<file path="src/rtl/serial_word_comparator.sv">
`default_nettype none
// ============================================================================
// Module   : serial_word_comparator
// Purpose  : Multi-cycle unsigned magnitude comparator. Walks two WIDTH-bit
//            words one 2-bit digit per cycle, most significant digit first.
//            It stops at the first digit that differs and reports eq/lt/gt
//            plus the number of digits it examined.
// Ports    : clk   - rising-edge clock
//            rst   - synchronous active-high reset
//            start - request a comparison (accepted only while idle)
//            a, b  - operands, captured on the accepting edge only
//            busy  - high while a comparison is running or completing
//            done  - one-cycle completion pulse
//            eq/lt/gt - result of the last completed comparison
//            ndig  - digits examined by the last completed comparison
// Revision : 1.0  initial release
// ============================================================================
module serial_word_comparator #(
  parameter int WIDTH = 8
) (
  input  logic                            clk,
  input  logic                            rst,
  input  logic                            start,
  input  logic [WIDTH-1:0]                a,
  input  logic [WIDTH-1:0]                b,
  output logic                            busy,
  output logic                            done,
  output logic                            eq,
  output logic                            lt,
  output logic                            gt,
  output logic [$clog2(WIDTH/2+1)-1:0]    ndig
);

  localparam int NDIG = WIDTH / 2;
  localparam int NW   = $clog2(NDIG + 1);
  // Digit index needs at least one bit even when there is a single digit.
  localparam int IW   = (NDIG > 1) ? $clog2(NDIG) : 1;

  typedef enum logic [1:0] {
    S_IDLE = 2'd0,
    S_RUN  = 2'd1,
    S_DONE = 2'd2
  } state_t;

  state_t            state_q, state_d;
  logic [WIDTH-1:0]  ra_q, ra_d;
  logic [WIDTH-1:0]  rb_q, rb_d;
  logic [IW-1:0]     idx_q, idx_d;
  logic              eq_q, eq_d;
  logic              lt_q, lt_d;
  logic              gt_q, gt_d;
  logic [NW-1:0]     ndig_q, ndig_d;

  // Current digit of each captured operand; bit offset is 2*idx.
  logic [1:0]        dig_a;
  logic [1:0]        dig_b;

  assign dig_a = ra_q[{idx_q, 1'b0} +: 2];
  assign dig_b = rb_q[{idx_q, 1'b0} +: 2];

  always_comb begin
    state_d = state_q;
    ra_d    = ra_q;
    rb_d    = rb_q;
    idx_d   = idx_q;
    eq_d    = eq_q;
    lt_d    = lt_q;
    gt_d    = gt_q;
    ndig_d  = ndig_q;

    case (state_q)
      S_IDLE: begin
        if (start) begin
          ra_d    = a;
          rb_d    = b;
          idx_d   = IW'(NDIG - 1);
          state_d = S_RUN;
        end
      end

      S_RUN: begin
        if (dig_a != dig_b) begin
          // First differing digit decides; digits examined = NDIG - idx.
          eq_d    = 1'b0;
          lt_d    = (dig_a < dig_b);
          gt_d    = (dig_a > dig_b);
          ndig_d  = NW'(NDIG) - NW'(idx_q);
          state_d = S_DONE;
        end else if (idx_q == '0) begin
          eq_d    = 1'b1;
          lt_d    = 1'b0;
          gt_d    = 1'b0;
          ndig_d  = NW'(NDIG);
          state_d = S_DONE;
        end else begin
          idx_d = idx_q - IW'(1);
        end
      end

      S_DONE: begin
        state_d = S_IDLE;
      end

      default: begin
        state_d = S_IDLE;
      end
    endcase
  end

  always_ff @(posedge clk) begin
    if (rst) begin
      state_q <= S_IDLE;
      ra_q    <= '0;
      rb_q    <= '0;
      idx_q   <= '0;
      eq_q    <= 1'b0;
      lt_q    <= 1'b0;
      gt_q    <= 1'b0;
      ndig_q  <= '0;
    end else begin
      state_q <= state_d;
      ra_q    <= ra_d;
      rb_q    <= rb_d;
      idx_q   <= idx_d;
      eq_q    <= eq_d;
      lt_q    <= lt_d;
      gt_q    <= gt_d;
      ndig_q  <= ndig_d;
    end
  end

  assign busy = (state_q != S_IDLE);
  assign done = (state_q == S_DONE);
  assign eq   = eq_q;
  assign lt   = lt_q;
  assign gt   = gt_q;
  assign ndig = ndig_q;

endmodule
`default_nettype wire

</file>
<file path="config.mk">
export PLATFORM = sky130hd
export DESIGN_NAME = serial_word_comparator
export DESIGN_NICKNAME = d
export VERILOG_FILES = /design/src/rtl/serial_word_comparator.sv
export SDC_FILE = /design/constraint.sdc
export NUM_CORES = 1
export LEC_CHECK = 0
export CAP_MARGIN = 20
export CORE_MARGIN = 2
export CORE_UTILIZATION = 52
export CTS_CLUSTER_DIAMETER = 30
export DETAILED_ROUTE_END_ITERATION = 12
export GPL_ROUTABILITY_DRIVEN = 0
export GPL_TIMING_DRIVEN = 0
export PLACE_DENSITY = 0.82
export SLEW_MARGIN = 5
export SYNTH_ARGS = -nofsm -noshare
export SYNTH_HDL_FRONTEND = slang
export SYNTH_SLANG_ARGS = --single-unit
export TNS_END_PERCENT = 50
</file>
<file path="constraint.sdc">
create_clock -name clk -period 3.8 [get_ports clk]
set_clock_uncertainty 0.15 [all_clocks]
set_input_delay 0.76 -clock clk [delete_from_list [all_inputs] [get_ports clk]]
set_output_delay 0.76 -clock clk [all_outputs]
set_load 0.02 [all_outputs]
</file>
; ---- Word-level counts from Yosys, hierarchy flattened
; Index checks and enable logic that the tools add are counted.
[totals]
regBits = 26
word_cells = 45
[classes]
n_reduce_logical = 9
order_cmp = 2
n_addsub = 2
n_shift = 2
muxes = 15
n_eq_ne = 7
[op_table]
columns = op, n
row1 = $shiftx 8x4->2, 2
row2 = $mux 2, 6
row3 = $pmux 2 s2, 2
row4 = $mux 3, 2
row5 = $ne 2x2->1 const B, 3
row6 = $reduce_and 2->1, 3
row7 = $reduce_bool 2->1, 3
row8 = $mux 1, 5
row9 = $logic_not 2->1, 2
row10 = $reduce_and 4->1, 1
row11 = $ne 3x3->1 const B, 1
row12 = $sub 3x2->3 const A, 1
row13 = $eq 2x1->1 const B, 1
row14 = $eq 2x2->1 const B, 1
row15 = $gt 2x2->1, 1
row16 = $lt 2x2->1, 1
row17 = $ne 2x2->1, 1
row18 = $sub 2x1->2 const B, 1

; ---- Logic depth before layout (Yosys ltp)
[depth]
word_depth = 4
ltp_mapped = 8
ltp_nobuf = 6

; ---- Least setup slack after synthesis
; OpenSTA, ideal clock, no wires.
[synth_path]
path_type = register to register
from = register idx_q[0]
to = register idx_q[0]
required_time_ns = 3.559
t_arrival_ns = 1.958
setup_slack_ns = 1.601
stages_incl_launch_ff = 8
period_less_slack_ns = 2.199
path_buffers = 2
path_cell_list = dfxtp_1 > buf_2 > mux4_2 > ha_1 > and3b_1 > clkbuf_1 > a211oi_1 > a311oi_1
[synth_via]
elab_chain_cells = 4
[synth_lines]
columns = element, line
row1 = from (decl), 48  ; logic [IW-1:0] idx_q, idx_d;
row2 = from (signal assigned), 124  ; idx_q <= idx_d;
row3 = $shiftx 8x4->2 (tied with other cells), 58  ; assign dig_a = ra_q[{idx_q, 1'b0} +: 2];
row4 = $ne 2x2->1 / $mux 2 (equally long branches), "82, 89"
row5 = $ne 2x2->1 (no line) / $mux 2 (equally long branches), n/a
row6 = $reduce_and 4->1 (no line) / $pmux 2 s2 (equally long branches), n/a
; Several ways; a longest one is shown, not always the timed one. The select of a mux whose other input is x is not followed.
; A chain may end at the register's enable or synchronous reset.

; ---- Worst setup path in the final report
[layout_path]
from = register idx_q[0]
to = register idx_q[1]
; Same word-level chain as after synthesis.

==> flow_metrics.env <==
export IMPL_dp_hpwl_um=1980
export IMPL_p_leak_nw=0.571
export IMPL_cts_root_buffer="clkbuf_4"
export IMPL_relSlewSlack_pct=67.4
export IMPL_fmax_ghz=0.397
export IMPL_pwr_density_cell_nw_per_um2=468
export IMPL_grt_pass1_vias=956
export IMPL_avgSynthCellArea_um2=9.19
export IMPL_wl_per_cell_um=14.2
export IMPL_finalSetupViolations=0
export IMPL_setup_tns_ps=0
export IMPL_min_period_ps=2520
export IMPL_clkPwrFrac_pct=26.8
export IMPL_area_delta_synth_final_pct=28.9
export IMPL_finalHoldViolCount=0
export IMPL_cp_cell_sequence="buf_2, mux4_2, ha_1, and3b_1, clkbuf_1, a211oi_1, a311oi_1"
export IMPL_antenna_cells=0
export IMPL_ir_drop_mv=0.306
export IMPL_grt_max_degree=16
export IMPL_antenna_found_initial=0
export IMPL_swShare_pct=28.6
export IMPL_internal_power_w=0.000503
export IMPL_power_switching_w=0.000202
export IMPL_maxCapViolations=0
export IMPL_dr_first_iter_drc_count=24
export IMPL_ys_seq_area_share_pct=44.6
export IMPL_power_frac_comb_pct=28.2
export IMPL_clkSinkCount=26
export IMPL_status="finished, final reports clean"
export IMPL_netlist_instances=127
export IMPL_slew_violations=0
export IMPL_route_detailed_drc=0
export IMPL_num_rows=17
export IMPL_dieArea_um2=2640
export IMPL_critPathBufInv=2
export IMPL_vias_per_cell=5.53
export IMPL_cts_buffers=3
export IMPL_cp_depth=7
export IMPL_ant_nets=0
export IMPL_syn_nets=149
export IMPL_period_share_pct=66.2
export IMPL_ys_ff_latch=26
export IMPL_dieHeight_um=51.4
export IMPL_initial_utilization_pct=53.8
export IMPL_r2r_cells=7
export IMPL_finalWirelength_um=2620
export IMPL_critPathRequiredTime_ps=3890
export IMPL_whs_path_depth=2
export IMPL_cts_tree="done"
export IMPL_grt_first_pass_wirelength_um=4230
export IMPL_io_buffer_count=25
export IMPL_placed_cell_area_um2=1450
export IMPL_clk_latency_ps=320
export IMPL_hp_class="reg -> reg"
export IMPL_htree_levels=1
export IMPL_grt_usage_pct=21.8
export IMPL_hold_buffers=0
export IMPL_cp_start_kind="flip-flop"
export IMPL_synth_distinct_cells=31
export IMPL_rsz0062_at_grt="no"
export IMPL_p_seq_share_pct=45.0
export IMPL_critPathCaptureType="flip-flop"
export IMPL_die_w_um=51.4
export IMPL_critPathMaxStageDelay_ps=550
export IMPL_overflow=0
export IMPL_synth_cell_area_um2=1170
export IMPL_clk_path_buf_depth=2
export IMPL_io_pins=27
export IMPL_dr_pass1_iters=4
export IMPL_crit_fanout=9
export IMPL_drive_above_1_share_pct=13.5
export IMPL_crit_arrival_ps=2610
export IMPL_worst_pin_slew_ps=489
export IMPL_cts_setup_buffers=0
export IMPL_core_area_um2=2170
export IMPL_nNetsFinal=179
export IMPL_ys_warn_count=0
export IMPL_path_clk_slew_ps=150
export IMPL_crit_family="multiplexers"
export IMPL_cts_resized=0
export IMPL_slowest_stage="mux4_2"
export IMPL_vias=1017
export IMPL_crit_type="reg -> reg"
export IMPL_fin_area_um2=1510
power by group through the flow:
stage	clock, W	combinational (W)	sequential, W
2_1_floorplan	0	0.000127	0.000326
3_3_place_gp	0	0.000190	0.000321
3_5_place_dp	0	0.000198	0.000323
4_1_cts	0.000191	0.000199	0.000317
5_1_grt	0.000200	0.000219	0.000321
6_report	0.000189	0.000199	0.000317
worst paths after layout:
| kind | slack [ps] | endpoint | from |
|---|---|---|---|
| worst max-delay path | 1280 | idx_q[1] | idx_q[0] |
| worst min-delay path | 310 | ra_q[6] | ra_q[6] |
| worst max register to register | 1280 | idx_q[1] | idx_q[0] |
| worst min register to register | 310 | ra_q[6] | ra_q[6] |
cell usage after synthesis (all sizes together):
cell	number	area, µm²
a211oi	2	15.0
a21bo	1	10.0
a21oi	20	100
a221oi	1	8.76
a22o	1	8.76
a311oi	2	17.5
and2b	1	8.76
and3b	2	17.5
buf	7	58.8
clkbuf	3	11.3
dfxtp	26	521
ha	3	37.5
inv	5	18.8
mux2i	1	10.0
mux4	4	90.1
nand2	33	129
nand3	2	10.0
nand3b	1	7.51
nor2b	2	12.5
nor3	2	10.0
nor3b	1	18.8
o211ai	1	7.51
o21ai	3	15.0
or2	1	6.26
or2b	1	8.76
or3b	1	8.76
layer usage:
layer	track usage (%)	up-vias	share of wire, %
li1	-	492	-
met1	26.4	479	40
met2	35.3	38	52
met3	5.26	8	5.7
met4	11.8	0	2.2
met5	0	-	0
cell usage in the layout (no fill, tap or decap), drive strengths merged:
| cell | Yosys | routed |
|---|---|---|
| a211oi | 2 | 2 |
| a21bo | 1 | 1 |
| a21oi | 20 | 20 |
| a221oi | 1 | 1 |
| a22o | 1 | 1 |
| a311oi | 2 | 2 |
| and2b | 1 | 1 |
| and3b | 2 | 2 |
| buf | 7 | 7 |
| bufinv | 0 | 1 |
| clkbuf | 3 | 6 |
| clkdlybuf4s50 | 0 | 25 |
| dfxtp | 26 | 26 |
| ha | 3 | 3 |
| inv | 5 | 5 |
| mux2i | 1 | 1 |
| mux4 | 4 | 4 |
| nand2 | 33 | 33 |
| nand3 | 2 | 2 |
| nand3b | 1 | 1 |
| nor2b | 2 | 2 |
| nor3 | 2 | 2 |
| nor3b | 1 | 1 |
| o211ai | 1 | 1 |
| o21ai | 3 | 3 |
| or2 | 1 | 1 |
| or2b | 1 | 1 |
| or3b | 1 | 1 |
registers in the layout (all words and copies together), names as in the netlist:
register,flops
ra_q,8
rb_q,8
ndig,3
idx_q,2
state_q,2
eq,1
gt,1
lt,1
worst register-to-register path, cell delays in order, from the launching register on:
cell	delay, ps
dfxtp_1	340
buf_2	240
mux4_2	550
ha_1	320
and3b_1	150
clkbuf_1	300
a211oi_1	140
a311oi_1	240
cell type report:
cell class,count,area (µm²)
clock inverters,1,30.0
fillers,189,664
repair buffers,25,250
plain buffers,10,70.1
multi-input cells,86,558
clock buffers,3,22.5
well taps,28,35.0
inverters,5,18.8
flip-flops and latches,26,520
cells by family (layout without fill, tap and decap cells):
| family | Yosys count | after routing | share of synthesized area (%) |
|---|---|---|---|
| fa+ha+maj | 3 | 3 | 3.22 |
| mux | 5 | 5 | 8.57 |
| compound gates | 31 | 31 | 15.6 |
| buf+inv | 15 | 44 | 7.61 |
| simple gates | 47 | 47 | 20.4 |
| flops | 26 | 26 | 44.6 |
metrics by stage:
step	instances	total power [W]	setup WS, ps	util [%]	hold WS (ps)
detailed placement	180	0.000522	1330	67.0	298
global placement	180	0.000511	1420	67.0	291
finish	184	0.000705	1280	69.4	314
floorplan	127	0.000453	1600	-	283
CTS	184	0.000708	1290	69.4	316
global route	184	0.000740	1120	69.4	343
No activity file was read; power rests on OpenSTA's default activity.
